[config.mk]
export PLATFORM = sky130hd
export DESIGN_NAME = pipe_hazard_tracker
export DESIGN_NICKNAME = d
export VERILOG_FILES = /design/src/rtl/pipe_hazard_pkg.sv /design/src/rtl/hazard_match_row.sv /design/src/rtl/pipe_hazard_tracker.sv
export SDC_FILE = /design/constraint.sdc
export NUM_CORES = 1
export LEC_CHECK = 0
export BUFFER_PORTS_ARGS = -buffer_cell sky130_fd_sc_hd__buf_2
export CAP_MARGIN = 25
export CORE_AREA = 2 2 45 47
export DETAILED_ROUTE_END_ITERATION = 8
export DIE_AREA = 0 0 47 49
export PLACE_DENSITY = 0.7
export SLEW_MARGIN = 30
export SYNTH_ARGS = -nofsm -noshare
export SYNTH_HDL_FRONTEND = slang
export SYNTH_SLANG_ARGS = --single-unit
export TNS_END_PERCENT = 1
[constraint.sdc]
create_clock -name clk -period 2.07 [get_ports clk]
set_input_delay 0.5175 -clock clk [delete_from_list [all_inputs] [get_ports clk]]
set_output_delay 0.5175 -clock clk [all_outputs]
set_load 0.005 [all_outputs]
[src/rtl/pipe_hazard_pkg.sv]
// -----------------------------------------------------------------------------
// pipe_hazard_pkg
// Shared definitions for the RAW-hazard tracker:
//   - STG_EX / STG_DM : stage index constants (index 0 is the stage right after
//                       decode).
//   - reg_idx_t       : register-index type for the default 5-bit register file.
//   - sel_width()     : width of a per-port forward select that must encode
//                       "no forward" (0) plus one code per tracked stage.
// -----------------------------------------------------------------------------
package pipe_hazard_pkg;

  localparam int REG_AW_DEFAULT = 5;

  localparam int STG_EX = 0;
  localparam int STG_DM = 1;

  typedef logic [REG_AW_DEFAULT-1:0] reg_idx_t;

  // Select codes: 0 = none, s+1 = stage s, so DEPTH+1 distinct values.
  function automatic int sel_width(input int depth);
    return $clog2(depth + 1);
  endfunction

endpackage

[src/rtl/hazard_match_row.sv]
// -----------------------------------------------------------------------------
// hazard_match_row
// Compares one decode-stage source operand against every tracked stage.
// Produces the raw per-stage hit vector and a priority-encoded forward select
// in which the youngest (lowest-index) matching stage wins.
//
// Parameters
//   REG_AW     register-index width
//   DEPTH      number of tracked stages
//   IGNORE_R0  1: index 0 never produces a hit (hard-wired zero register)
//   SELW       forward-select width, sel_width(DEPTH)
// Ports
//   rd       in   REG_AW         source register index of this read port
//   dst      in   DEPTH*REG_AW   destination index per stage, stage s at [s*REG_AW +: REG_AW]
//   vld      in   DEPTH          stage holds a register-writing instruction
//   hit      out  DEPTH          bit s = operand matches stage s
//   fwd_sel  out  SELW           0 = none, s+1 = forward from youngest matching stage s
// -----------------------------------------------------------------------------
import pipe_hazard_pkg::*;

module hazard_match_row #(
  parameter int REG_AW    = 5,
  parameter int DEPTH     = 2,
  parameter int IGNORE_R0 = 1,
  parameter int SELW      = sel_width(DEPTH)
) (
  input  logic [REG_AW-1:0]       rd,
  input  logic [DEPTH*REG_AW-1:0] dst,
  input  logic [DEPTH-1:0]        vld,
  output logic [DEPTH-1:0]        hit,
  output logic [SELW-1:0]         fwd_sel
);

  logic rd_is_r0_masked;

  always_comb begin
    rd_is_r0_masked = (IGNORE_R0 != 0) && (rd == '0);
    hit = '0;
    for (int s = 0; s < DEPTH; s++) begin
      hit[s] = vld[s] && (dst[s*REG_AW +: REG_AW] == rd) && !rd_is_r0_masked;
    end
  end

  // Scan oldest to youngest so the youngest hit is the last one written.
  always_comb begin
    fwd_sel = '0;
    for (int s = DEPTH - 1; s >= 0; s--) begin
      if (hit[s]) begin
        fwd_sel = SELW'(s + 1);
      end
    end
  end

endmodule

[src/rtl/pipe_hazard_tracker.sv]
// -----------------------------------------------------------------------------
// pipe_hazard_tracker
// Parametrised RAW-hazard tracker for the in-order pipeline. Each issued
// instruction's destination register (with valid and load tags) is shifted
// through DEPTH tracked stages (0 = EX, 1 = DM, ...). Every decode source
// operand is compared against all stages; per-stage hits and a youngest-hit
// forward select drive the EX forwarding muxes, and an optional load-use stall
// request drives the decode stall logic.
//
// Optional feature macro: LOAD_USE_STALL_EN
//   defined   : load tag tracked in stage 0; stall raised when a source operand
//               hits a load sitting in stage 0, and stage 0 takes a bubble on
//               the advancing edge while the caller holds IF/ID.
//   undefined : no load tag state, stall tied 0, stage 0 always captures decode.
//
// Parameters
//   REG_AW     register-index width
//   NUM_RD     number of source-operand read ports
//   DEPTH      tracked stages after decode, >= 1
//   IGNORE_R0  1: register index 0 never produces a hit
// Ports
//   clk         in   1               clock, rising edge
//   rst         in   1               asynchronous reset, active-low
//   en          in   1               pipeline advance enable
//   flush       in   1               kill all tracked entries
//   rd_req      in   NUM_RD*REG_AW   source indices, port p at [p*REG_AW +: REG_AW]
//   wr_req      in   REG_AW          destination index of the decode instruction
//   wr_en       in   1               decode instruction writes the register file
//   wr_is_load  in   1               decode instruction is a load
//   hit         out  NUM_RD*DEPTH    bit [p*DEPTH+s] = port p matches stage s
//   fwd_sel     out  NUM_RD*SELW     per port: 0 = none, s+1 = youngest matching stage s
//   stall       out  1               load-use stall request
// -----------------------------------------------------------------------------
import pipe_hazard_pkg::*;

module pipe_hazard_tracker #(
  parameter int REG_AW    = 5,
  parameter int NUM_RD    = 2,
  parameter int DEPTH     = 2,
  parameter int IGNORE_R0 = 1,
  localparam int SELW     = sel_width(DEPTH)
) (
  input  logic                     clk,
  input  logic                     rst,
  input  logic                     en,
  input  logic                     flush,
  input  logic [NUM_RD*REG_AW-1:0] rd_req,
  input  logic [REG_AW-1:0]        wr_req,
  input  logic                     wr_en,
  input  logic                     wr_is_load,
  output logic [NUM_RD*DEPTH-1:0]  hit,
  output logic [NUM_RD*SELW-1:0]   fwd_sel,
  output logic                     stall
);

  // Tracked stage state; stage s occupies [s*REG_AW +: REG_AW] / bit s.
  logic [DEPTH*REG_AW-1:0] dst_p;
  logic [DEPTH-1:0]        vld_p;

  // ---- Stage shift register ----
  // Priority: flush > hold (!en) > advance. Flush only kills the tags; the
  // stale dst values can never match because their valid bits are clear.
  always_ff @(posedge clk or negedge rst) begin
    if (!rst) begin
      dst_p <= '0;
      vld_p <= '0;
    end else if (flush) begin
      vld_p <= '0;
    end else if (en) begin
      for (int s = DEPTH - 1; s >= 1; s--) begin
        dst_p[s*REG_AW +: REG_AW] <= dst_p[(s-1)*REG_AW +: REG_AW];
        vld_p[s]                  <= vld_p[s-1];
      end
      dst_p[STG_EX*REG_AW +: REG_AW] <= wr_req;
      // A stalled decode instruction is re-presented next cycle, so the
      // entry entering stage 0 now must be a bubble.
      vld_p[STG_EX] <= wr_en & ~stall;
    end
  end

  // ---- Per-port comparison rows ----
  for (genvar p = 0; p < NUM_RD; p++) begin : g_row
    hazard_match_row #(
      .REG_AW    (REG_AW),
      .DEPTH     (DEPTH),
      .IGNORE_R0 (IGNORE_R0),
      .SELW      (SELW)
    ) u_row (
      .rd      (rd_req[p*REG_AW +: REG_AW]),
      .dst     (dst_p),
      .vld     (vld_p),
      .hit     (hit[p*DEPTH +: DEPTH]),
      .fwd_sel (fwd_sel[p*SELW +: SELW])
    );
  end

`ifdef LOAD_USE_STALL_EN
  // Only stage 0 needs the load tag: a load's result is usable by forwarding
  // once it has left EX, so older stages never cause a stall.
  logic ld_p0;

  // ---- Load tag for stage 0 ----
  always_ff @(posedge clk or negedge rst) begin
    if (!rst) begin
      ld_p0 <= 1'b0;
    end else if (flush) begin
      ld_p0 <= 1'b0;
    end else if (en) begin
      ld_p0 <= wr_is_load & wr_en & ~stall;
    end
  end

  // Independent of en so decode sees the request even while the pipe holds.
  always_comb begin
    stall = 1'b0;
    for (int p = 0; p < NUM_RD; p++) begin
      stall = stall | (hit[p*DEPTH + STG_EX] & ld_p0);
    end
  end
`else
  logic unused_load_tag;

  assign unused_load_tag = wr_is_load;
  assign stall           = 1'b0;
`endif

endmodule

-- Word-level counts from Yosys, hierarchy flattened
Index checks and enable logic that the tools add are counted.
- register bits after elaboration: 12
- output and inout bits: 9
- word-level logic and storage cells: 27
- equal/unequal tests: 4
- mux-type cells: 6
- bitwise gates (word level): 1
- reduce and logical (&&, ||, !) cells: 14
- operator list (operator ; count):
    $eq A5 B5 Y1 ; 4
    $mux W2 ; 6
    $logic_not A5 Y1 ; 2
    $logic_and A1 B1 Y1 ; 8
    $logic_not A1 Y1 ; 2
    $reduce_and A2 Y1 ; 1
    $reduce_bool A2 Y1 ; 1
    $not A1 Y1 ; 1

-- Depth between registers and ports, before layout
- word-level depth: 5
- depth in mapped cells: 4
- depth with buffers taken out: 3

-- Cells and area by module
Synthesis repeated with hierarchy kept, for this count alone.
- cells, all modules: 70
- area, all modules: 797.0 um2
- modules (own cells, without submodules) (module ; instances ; cells each ; area an instance (um2)):
    pipe_hazard_tracker ; 1 ; 30 ; 489.2
    hazard_match_row ; 2 ; 20 ; 153.9

-- Least setup slack after synthesis
OpenSTA, ideal clock, no wires.
- path type: input to output
- from: input rd_req[2]
- to: output hit[0]
- arrival: 1.473 ns
- data required time: 1.553 ns
- setup slack: 0.079 ns
- stages on the path: 4
- buffers on the path: 1
- cells stage by stage: or4_4 -> nor2_4 -> and3b_1 -> buf_4
- longest elaborated chain between the ends: 3
- elaborated cells on any way between the ends: 5
- those cells by class: eq/ne: 1; reduce/logical: 4
- RTL lines (item ; line ; RTL):
    from (decl) ; pipe_hazard_tracker.sv:47 ; input logic [NUM_RD*REG_AW-1:0] rd_req,
    $eq A5 B5 Y1 / $logic_not A5 Y1 (equally long branches) ; hazard_match_row.sv:40, hazard_match_row.sv:37 ;
    $logic_and A1 B1 Y1 / $logic_not A1 Y1 (equally long branches) ; hazard_match_row.sv:40 ; hit[s] = vld[s] && (dst[s*REG_AW +: REG_AW] == rd) && !rd_is_r0_masked;
    $logic_and A1 B1 Y1 * ; hazard_match_row.sv:40 ;
    to (decl) ; pipe_hazard_tracker.sv:51 ; output logic [NUM_RD*DEPTH-1:0] hit,
Every way passes the cells marked *; elsewhere a longest branch is shown, timed or not.

-- Worst setup path in the final report
- from: input rd_req[4]
- to: output hit[0]
The elaborated chain is that of the path after synthesis.

==> results.md <==
- Buffers from clock root to sink, at most: 2
- Run status: finished, violations left
- Buffer cell driving the clock tree root: sky130_fd_sc_hd__clkbuf_4
- Xor/xnor cell area share of the yosys netlist: 22.2%
- Vias in the first global route: 629
- Total area of multi-input combinational cells: 546 um^2
- Gpl congestion: 0.824
- Yosys warning total: 0
- Maximum single-stage delay on the critical path: 490 ps
- Most Frequent Cell on Critical Path: sky130_fd_sc_hd__buf_2
- Fillers: 170
- Min Tclk post-route: 2100 ps
- Routed wirelength normalized by instance count: 12.8 um
- Total DRC errors in the routed layout: 0
- Number of nets produced by synthesis: 91
- Nets@finish: 125
- Pin count of the biggest net entering global routing: 13
- Final Slew Violations: 0
- MaxCap Viol Count: 0
- H-tree depth reported by CTS: 1
- Static leakage power: 0.471 nW
- Sequential standard cell area: 307 um^2
- Hold Violations, Final: 0
- Starting DRT DRC Count: 7
- Clock buffers created by TritonCTS: 3
- Average vias per placed instance: 4.84
- RSZ-0062 raised after global routing: yes
- Proportion of power drawn by the clock network: 20.4%
- Highest fanout seen on the critical path: 3
- Comb pwr share: 31.6%
- Layout cells sized above 1: 60.8%
- GR Util All Layers: 16.5%
- Violations in the final reports: setup timing
- Maximum frequency from static timing analysis: 477 MHz
- Worst Skew: 0.108 ps
- Setup slack of the most critical reg-to-reg path: 1070 ps
- Worst IR Drop VDD: 0.471 mV
- Share of the synthesized area in compound gates (AO/OA/AOI/OAI): 2.53%
- CP required: 1550 ps
- Mux cell area share after synthesis: 16.8%
- Antenna-violating nets left: 0
- Final period utilization: 101%
- Total global routing overflow: 0
- Setup crit end kind: output port
- Height of the chip: 49 um
- Final standard cell area without fillers: 1110 um^2
- Most frequent cells in the layout: sky130_fd_sc_hd__buf_2, sky130_fd_sc_hd__xnor2_1, sky130_fd_sc_hd__mux2_2
- Critical path start-end classification: input port to output port
- Area enclosed by the die boundary: 2300 um^2
- Total number of vias: 624
- # rows: 16
- Commonest non-fill, non-tap cell in the layout: sky130_fd_sc_hd__buf_2
- Final HPWL from detailed placement: 1280 um
- Cell accounting for the most synthesized area: sky130_fd_sc_hd__dfrtp_1
- Die Width: 47 um
- Switching share of power: 31.9%
- Total Power Consumption: 0.000697 W
- Clock network latency to the later pin of the worst-skew pair: 270 ps
- Post-synthesis adder-cell area fraction: 0%
- Power Dens Cells: 629 nW/um^2
- Family with the most delay on the worst path: simple AND/OR/NAND/NOR gates
- Number of port buffers: 27
- Total of flip-flops plus latches after synthesis: 12
- Ordered cell list for the critical path: buf_2 > or4_4 > nor2_4 > and3b_1 > buf_2
- Router iterations before antenna repair: 4
- Mapped Avg Cell Area: 11.3 um^2
- Initial cell density of the core: 42.9%
- Area share of the largest cell type after synthesis: 38.0%
- Number of distinct library cells after synthesis: 20
- Switching power summed over all nets: 0.000222 W
- Final worst setup slack: -25.6 ps
- Nature of the critical path startpoint: input port
- Share of the yosys chip area belonging to registers: 38.0%
- Wire length of the first global-routing pass: 2750 um
- Number of clock sinks: 12
- Pint: 0.000475 W
- Total length of routed wires: 1650 um
- Area post-placement: 970 um^2
- Area delta synth->final: 40.2%
- Combinational family with the most area after synthesis: XOR/XNOR gates
- TritonCTS clock tree: built
- Gate count of the mapped netlist: 70
- Number of antenna violations at the first check in global routing: 0
- Hold Crit Class: input port to asynchronous set/reset pin
- Top-Level Pins: 30
- Core region area: 1840 um^2
- Antenna Diode Count: 0
- Arrival time of the worst setup path: 1580 ps
- Clock transition at the registers of the reported paths: 70 ps
- Synth area leaders: sky130_fd_sc_hd__dfrtp_1, sky130_fd_sc_hd__xnor2_1, sky130_fd_sc_hd__mux2_2, sky130_fd_sc_hd__xor2_1, sky130_fd_sc_hd__buf_4
- Final-report setup violation count: 5
- Post-synthesis instance area: 791 um^2
- Critical-path top delay cell: sky130_fd_sc_hd__or4_4
- Seq pwr share: 48.1%
- Buffering stage count on the worst path with inverters included: 2
- Simple-gate area share of the yosys netlist: 16.6%
layout make-up:
class | count | share of cell area [%]
Multi-Input combinational cell | 54 | 49.2
Sequential cell | 12 | 27.7
Tap cell | 27 | 3.05
Clock buffer | 3 | 2.03
Timing Repair Buffer | 33 | 18.1
cells by family after synthesis:
logic type	Yosys count
XOR/XNOR	20
AND/OR/NAND/NOR	19
multiplexers	12
flip-flops	12
buffers and inverters	4
AO/OA/AOI/OAI	2
other	1
final timing paths:
| path | endpoint | from | depth (start not counted) |
|---|---|---|---|
| min in group clk | vld_p[0] | flush | 2 |
| min | dst_p[6] | rst | 1 |
| min reg2reg | vld_p[0] | vld_p[0] | 2 |
| max reg2reg | dst_p[2] | dst_p[2] | 2 |
| max in group asynchronous | dst_p[3] | rst | 1 |
| max | hit[0] | rd_req[4] | 5 |
sequential cells by signal (all words and copies together) (netlist names):
signal,count
dst_p,10
vld_p,2
stage by stage:
stage          utilization, %  setup TNS, ps  setup WS (ps)  hold WS, ps  std cells
6_report                 60.2           -107          -25.6          111        129
5_1_grt                  60.2           -400          -83.1          132        129
4_1_cts                  54.9           -109          -26.7          118        128
3_5_place_dp             52.6           -137          -33.8          411        125
3_3_place_gp             52.6          -92.2          -27.1          409        125
2_1_floorplan               -              0           79.1          222         70
synthesized netlist by cell type, drive strengths merged:
library cell and count:
xor2 8, xnor2 12, mux2i 2, or4 2, buf 4, and3b 2, nor3 2, nand2 2
mux2 10, nor2b 1, and2 2, nand4 2, nor2 4, a2111oi 2, nor4 2, conb 1
dfrtp 12
power by group through the flow:
stage | registers, W | logic (W) | clock network [W]
after floorplan | 0.000316 | 0.000129 | 0
after global placement | 0.000330 | 0.000174 | 0
after detailed placement | 0.000330 | 0.000182 | 0
after CTS | 0.000325 | 0.000189 | 0.000144
after global routing | 0.000344 | 0.000241 | 0.000155
final | 0.000335 | 0.000220 | 0.000142
worst register-to-register path, cell delays in order (launching register included):
cell and delay (ps):
sky130_fd_sc_hd__dfrtp_2 460, sky130_fd_sc_hd__buf_4 150, sky130_fd_sc_hd__mux2_1 270
routing by layer:
| layer | up-vias | part of all wire [%] | GRT usage, % |
|---|---|---|---|
| met5 | - | 0 | 0 |
| met4 | 0 | 1.6 | 6.94 |
| met3 | 4 | 4.5 | 2.22 |
| met2 | 21 | 50 | 25.1 |
| met1 | 295 | 44 | 22.8 |
| li1 | 304 | - | - |
repair_timing:
action | 4_1_cts | 5_1_grt
endpoints found under the setup margin | 5 | 6
buffers inserted | 0 | 1
cloned | 0 | 0
hold buffers | 0 | 0
gates resized for setup | 4 | 17
pin swaps | 0 | 7
Note: power is estimated with default switching activity, not from simulation.
